[config.mk]
export PLATFORM = sky130hd
export DESIGN_NAME = motor_agendador
export DESIGN_NICKNAME = d
export VERILOG_FILES = /design/src/rtl/motor_agendador.sv
export SDC_FILE = /design/constraint.sdc
export NUM_CORES = 1
export LEC_CHECK = 0
export ABC_AREA = 1
export CORE_UTILIZATION = 40
export DETAILED_ROUTE_END_ITERATION = 16
export PLACE_DENSITY = 0.62
export SETUP_SLACK_MARGIN = 0.1
export SKIP_LAST_GASP = 1
export SYNTH_ARGS = -nofsm -noshare
export SYNTH_HDL_FRONTEND = slang
export SYNTH_SLANG_ARGS = --single-unit
[constraint.sdc]
create_clock -name clk -period 3.2 [get_ports clk]
set_input_delay 0.48 -clock clk [delete_from_list [all_inputs] [get_ports clk]]
set_output_delay 0.48 -clock clk [all_outputs]
set_load 0.005 [all_outputs]
[src/rtl/motor_agendador.sv]
// motor_agendador: shares one 28BYJ-48 stepper between an automatic requester (0)
// and a manual/maintenance requester (1). Grants moves round-robin, steps the
// half-step table at a fixed rate, holds the coils briefly, then releases them.
module motor_agendador #(
  parameter int CLK_FREQ_HZ = 25_000_000,
  parameter int STEP_HZ     = 1000,
  parameter int HOLD_CYC    = 250_000,
  parameter int STEP_W      = 16
) (
  input  logic              clk,
  input  logic              rst,
  input  logic              req0_valid,
  input  logic [STEP_W-1:0] req0_passos,
  input  logic              req0_dir,
  output logic              req0_ready,
  input  logic              req1_valid,
  input  logic [STEP_W-1:0] req1_passos,
  input  logic              req1_dir,
  output logic              req1_ready,
  input  logic              abort,
  output logic [3:0]        bobinas,
  output logic              ocupado,
  output logic              dono,
  output logic              done,
  output logic              abortado
);

  localparam int STEP_CYC = CLK_FREQ_HZ / STEP_HZ;
  // One shared counter serves both the step timer and the hold timer
  localparam int CNT_MAX  = (STEP_CYC > HOLD_CYC) ? STEP_CYC : HOLD_CYC;
  localparam int CNT_W    = (CNT_MAX > 1) ? $clog2(CNT_MAX) : 1;
  localparam logic [CNT_W-1:0] STEP_LAST = CNT_W'(STEP_CYC - 1);
  localparam logic [CNT_W-1:0] HOLD_LAST = CNT_W'(HOLD_CYC - 1);

  typedef enum logic [1:0] {
    IDLE,
    RUN,
    HOLD
  } state_t;

  state_t            state;
  logic [2:0]        idx;
  logic              prio;
  logic              dir_q;
  logic [STEP_W-1:0] restante;
  logic [CNT_W-1:0]  cnt;

  logic              grant0;
  logic              grant1;
  logic              accept;
  logic              winner;
  logic [STEP_W-1:0] acc_passos;
  logic              acc_dir;
  logic [2:0]        idx_next;

  // Half-step coil pattern {IN1,IN2,IN3,IN4} for a rotor index
  function automatic logic [3:0] fase(input logic [2:0] i);
    logic [3:0] f;
    case (i)
      3'd0:    f = 4'b1000;
      3'd1:    f = 4'b1100;
      3'd2:    f = 4'b0100;
      3'd3:    f = 4'b0110;
      3'd4:    f = 4'b0010;
      3'd5:    f = 4'b0011;
      3'd6:    f = 4'b0001;
      default: f = 4'b1001;
    endcase
    return f;
  endfunction

  // Round-robin grant, offered only while idle; prio breaks ties
  always_comb begin
    grant0 = 1'b0;
    grant1 = 1'b0;
    if (state == IDLE) begin
      if (req0_valid && req1_valid) begin
        grant0 = ~prio;
        grant1 = prio;
      end else begin
        grant0 = req0_valid;
        grant1 = req1_valid;
      end
    end
  end

  assign req0_ready = grant0;
  assign req1_ready = grant1;
  assign accept     = grant0 | grant1;
  assign winner     = grant1;
  assign acc_passos = winner ? req1_passos : req0_passos;
  assign acc_dir    = winner ? req1_dir : req0_dir;
  // 3-bit arithmetic gives the mod-8 wrap for free
  assign idx_next   = dir_q ? (idx + 3'd1) : (idx - 3'd1);

  // Scheduler FSM: accept, step the table, hold, release; all outputs registered
  always_ff @(posedge clk or posedge rst) begin
    if (rst) begin
      state    <= IDLE;
      idx      <= 3'd0;
      prio     <= 1'b0;
      dir_q    <= 1'b0;
      restante <= '0;
      cnt      <= '0;
      bobinas  <= 4'b0000;
      ocupado  <= 1'b0;
      dono     <= 1'b0;
      done     <= 1'b0;
      abortado <= 1'b0;
    end else begin
      done     <= 1'b0;
      abortado <= 1'b0;
      case (state)
        IDLE: begin
          bobinas <= 4'b0000;
          ocupado <= 1'b0;
          if (accept) begin
            dono     <= winner;
            prio     <= ~winner;
            restante <= acc_passos;
            dir_q    <= acc_dir;
            cnt      <= '0;
            if (acc_passos == '0) begin
              done <= 1'b1;
            end else begin
              state   <= RUN;
              bobinas <= fase(idx);
              ocupado <= 1'b1;
            end
          end
        end
        RUN: begin
          if (abort) begin
            state    <= IDLE;
            bobinas  <= 4'b0000;
            ocupado  <= 1'b0;
            cnt      <= '0;
            done     <= 1'b1;
            abortado <= 1'b1;
          end else if (cnt == STEP_LAST) begin
            cnt      <= '0;
            idx      <= idx_next;
            restante <= restante - 1'b1;
            bobinas  <= fase(idx_next);
            if (restante == STEP_W'(1)) begin
              state <= HOLD;
            end
          end else begin
            cnt <= cnt + 1'b1;
          end
        end
        HOLD: begin
          if (abort) begin
            state    <= IDLE;
            bobinas  <= 4'b0000;
            ocupado  <= 1'b0;
            cnt      <= '0;
            done     <= 1'b1;
            abortado <= 1'b1;
          end else if (cnt == HOLD_LAST) begin
            state   <= IDLE;
            bobinas <= 4'b0000;
            ocupado <= 1'b0;
            cnt     <= '0;
            done    <= 1'b1;
          end else begin
            cnt <= cnt + 1'b1;
          end
        end
        default: begin
          state   <= IDLE;
          bobinas <= 4'b0000;
          ocupado <= 1'b0;
        end
      endcase
    end
  end

endmodule

# Word level (Yosys, flattened, before mapping)
# Cells that the tools add are included.
# classes
addsub	4
eq_ne	25
n_mux	47
bitwise	4
reduce_logical	15
# ops
op	count
$mux 18	5
$mux 16	4
$pmux 4 s7	2
$pmux 18 s3	1
$pmux 16 s2	1
$mux 4	6
$add 18x1->18 const B	1
$eq 18x15->1 const B	1
$eq 18x18->1 const B	1
$eq 3x3->1 const B	6
$eq 16x1->1 const B	1
$logic_not 16->1	1
$mux 1	16
$sub 16x1->16 const B	1
$mux 2	7
$eq 3x2->1 const B	4
$pmux 4 s3	1
$ne 2x2->1 const B	5
$ne 3x3->1 const B	3
$reduce_and 2->1	4
$eq 3x1->1 const B	2
$logic_not 3->1	2
$pmux 1 s3	2
$pmux 2 s3	1
15 further kinds	17
# totals
register_bits	49
input_bits	39
word_cells	106

# Depth between registers and ports, before layout
# Gate-level depths: netlist of run 1.
# depth
word_depth	8
ltp_mapped	16

# Least setup slack after synthesis of run 1
# OpenSTA, ideal clock, no wires.
# synth_path
kind	flip-flop to flip-flop
start	register state[0]
end	register state[1]
arrival_ns	1.760
required_ns	3.083
slack_ns	1.324
stages_incl_launch_ff	17
n_path_buf	1
cell_sequence	dfrtp_1 inv_1 ha_1 nand2_2 inv_2 nand2_4 buf_6 nand2_1 nand2_1 nor2_1 nand2_1 nor2_2 nand2_2 nand3_2 nand2_1 nand2_1 nand2_1
# synth_between
elab_chain_cells	6
elab_cells_between_ends	15
# synth_rtl
item	line_no	source
start: declaration	41	state_t state;
start signal: assignment	99	state <= IDLE;
start signal: assignment	126	state <= RUN;
start signal: assignment	134	state <= IDLE;
$logic_not 2->1	76, 113	
$mux 1	76	if (state == IDLE) begin
$mux 16	91	assign acc_passos = winner ? req1_passos : req0_passos;
$logic_not 16->1	123	if (acc_passos == '0) begin
$ne 2x2->1 (no source line)	--	
$reduce_and 5->1 (no source line)	--	
# Several ways; a longest one is shown, not always the timed one.
# A chain may end at the register's enable or synchronous reset.

# Worst setup path in the final report of run 1
# layout_path
start	register state[0]
end	output req1_ready
# layout_between
elab_chain_cells	2
# layout_rtl
item	line_no	source
$logic_not 2->1	76	
$mux 1	76	
end: declaration	19	output logic req1_ready,
# No other way between the ends.

==> results.toml, run 1 <==
[outcome]
status = "complete, no violations"

[pwr]
peakVddDrop_mv = 0.3435
p_total_mw = 3.069
p_leak_nw = 1.952
power_density_mw_per_mm2 = 750.4

[logic_synthesis]
avgSynthCellArea_um2 = 6.889
synth-seq-cells = 49
synth_top_cell_area_share = 0.3603
yosys-top-cells-area = "dfrtp_1 (36%), nand2_1 (16%), nor2_1 (6.5%), inv_1 (5.8%), nand3_1 (5.7%)"
synth_top_family_by_area = "simple AND/OR/NAND/NOR gates"
synth_fp_nets = 547
ys.flop_type = "dfrtp_1"
synth_cell_types = 41
synthesis.area_mm2 = 0.003403
synth-simple-area-share = 0.3614
synth_compound_area_frac = 0.1195
synth-adder-area-share = 0.05147
yosys_warnings = 0
synth_area_leader_cell = "dfrtp_1"
synth_edf_count = 0
synthXorXnorAreaFrac = 0.02574
synth-async-reset-ratio = 1.000
ys_seq_area_frac = 0.3603
synth_cells = 494
synthMuxAreaShare = 0.002941

[sta]
slew_viol_final = 0
maxSlewHeadroom = 0.6145
worst_hold_slack_ns = 0.4933
tightest_slew_ns = 0.5774
setup_viol = 0
post-route-period-util = 0.8629
fin_crit_ns = 2.761
hold_violations = 0
tns_ns = 0
clock.fmax_mhz = 362.1
fin_skew_ns = 0.008415
rsz0062_at_grt = "false"

[placement]
dpl.hpwl_um = 7004
postPlaceCellArea_mm2 = 0.003999
gp_congestion = 0.8444
port-buffer-count = 48

[cts]
cts_tree = "done"
htree_levels = 2
clk_pin_slew_ns = 0.09
post_cts_buffers = 0
clk_latency_ns = 0.32
cts_repair_resize_count = 0
hold_buffers = 0
cts.sinks = 49
root_buffer = "clkbuf_8"
cts_buffers = 5
clock_path_buffers = 2

[critical_path]
cp_max_fo = 18
r2r-end = "restante[15]$_DFFE_PP0P_"
worstSetupEndpointType = "primary output"
arrival_ns = 2.28
crit_required_ns = 2.72
rr_startpoint = "state[0]$_DFFE_PP0P_"
rrSetupSlack_ns = 0.85
reg2regPathDepth = 11
startpoint_type = "flip-flop"
path_class = "flip-flop to primary output"

[drt]
ant_nets = 0
drc = 0
dr.pass1.iters = 5
wl_per_cell_um = 13.67
vias = 3343
vias_per_cell = 5.143
wirelength_um = 8888
initialDrtViolationCount = 141

[floorplanning]
dieArea_mm2 = 0.008881
initial_utilization = 0.4142
dieHeight_um = 94.24
io_pins = 49
rows = 33
core-area_mm2 = 0.008217
dieWidth_um = 94.24

[grt]
antenna_found_initial = 0
grt_use_total = 0.2201
overflow = 0
grt_pass1_vias = 3253
grt_first_pass_wirelength_um = 15370
grt_max_degree = 26

[cells_and_area]
syn_to_final_growth_pct = 20.18
nNetsFinal = 597
num_antenna_cells = 0
stdcell_area_mm2 = 0.004090
n_fill_cell = 837
final_core_util = 0.4978
drive_above_1_share = 0.06606

[run]
maxCapViolCount = 0

[hold_path]
hold_path_class = "flip-flop to flip-flop"
hp-start = "bobinas[3]$_DFFE_PP0P_"
whs_endpoint = "bobinas[3]$_DFFE_PP0P_"
min_path_cells = 2
## stage by stage
stage / instances / worst slack, ns
floorplan: 494 / 1.324
global placement: 642 / 0.6538
detailed placement: 642 / 0.6096
CTS: 650 / 0.4134
global route: 650 / 0.1919
finish: 650 / 0.4387
## cells in the final DEF, fill, tap and decap left out, drive strengths merged
master,n
a21boi,1
a21o,1
a21oi,17
a22oi,2
a2bb2oi,1
a31oi,4
buf,5
clkbuf,5
clkdlybuf4s50,48
clkinv,3
dfrtp,49
ha,14
inv,57
mux2i,1
nand2,152
nand3,41
nand3b,1
nand4,6
nor2,64
nor3,14
nor3b,1
nor4,2
nor4b,1
o211ai,3
o21a,1
o21ai,31
o21bai,1
o221ai,1
o22ai,6
o31ai,2
xor2,10
## synthesized netlist by cell type (2+ instances only)
library cell	instances
a21oi_1	17
a22oi_1	2
a31oi_1	4
buf_2	4
clkbuf_1	3
dfrtp_1	49
ha_1	14
inv_1	53
inv_2	4
nand2_1	143
nand2_2	6
nand2_4	3
nand3_1	39
nand3_2	2
nand4_1	6
nor2_1	59
nor2_2	4
nor3_1	13
nor4_1	2
o211ai_1	3
o21ai_0	29
o22ai_1	6
o31ai_1	2
xor2_1	10
## power breakdown
group / internal [mW] / total [mW] / switching [mW] / leakage [nW]
logic: 0.614 / 1.71 / 1.10 / 1.27
clock network: 0.156 / 0.391 / 0.235 / 0.0481
registers: 0.807 / 0.966 / 0.158 / 0.629
## metal layers
metal / global-route usage / up-vias / wire length [um]
li1: - / 1700 / -
met1: 0.2862 / 1591 / 4117
met2: 0.3841 / 47 / 4404
met3: 0.03155 / 5 / 290
met4: 0.04615 / 0 / 76
met5: 0 / - / 0
## cells by family after synthesis
group / count (synthesis)
compound gates: 71
xor+xnor: 10
fa+ha+maj: 14
buf+inv: 67
flops: 49
mux: 1
simple gates: 282
## worst max-delay path, cell delays in order (launching register included)
cell	delay, ns
dfrtp_1	0.44
inv_1	0.11
ha_1	0.28
nand2_2	0.12
inv_2	0.17
nand2_4	0.16
inv_2	0.17
clkdlybuf4s50_1	0.52
## flip-flops by register name (all words and copies together), names as in the netlist
name and flops:
abortado 1, bobinas 4, cnt 18, dir_q 1, done 1, dono 1
idx 3, ocupado 1, prio 1, restante 16, state 2
## area by class of cell
| type | instances | area [um2] | area share |
|---|---|---|---|
| Multi-Input combinational cell | 378 | 1909 | 0.4668 |
| Sequential cell | 49 | 1226 | 0.2998 |
| Timing Repair Buffer | 53 | 518.0 | 0.1266 |
| Inverter | 57 | 214.0 | 0.05231 |
| Tap cell | 105 | 131.4 | 0.03212 |
| Clock buffer | 5 | 68.82 | 0.01682 |
| Clock inverter | 3 | 22.52 | 0.005506 |
## worst max-delay path by stage
| stage | endpoint | start | cells after the start | slack, ns |
|---|---|---|---|---|
| global placement | req1_ready | req0_valid | 5 | 0.65 |
| detailed placement | req1_ready | req0_valid | 5 | 0.61 |
| floorplan | state[1]$_DFFE_PP0P_ | state[0]$_DFFE_PP0P_ | 16 | 1.32 |
| finish | req1_ready | state[0]$_DFFE_PP0P_ | 7 | 0.44 |
| CTS | req1_ready | state[0]$_DFFE_PP0P_ | 7 | 0.41 |
| global route | req1_ready | state[0]$_DFFE_PP0P_ | 7 | 0.19 |
Note: power is estimated with default switching activity, not from simulation.
==> inputs of run 2 (changes only) <==
- SKIP_CTS_REPAIR_TIMING: not set -> 1
==> results of run 2 <==
No change in the layout: final DEF, timing and power equal those of run 1.
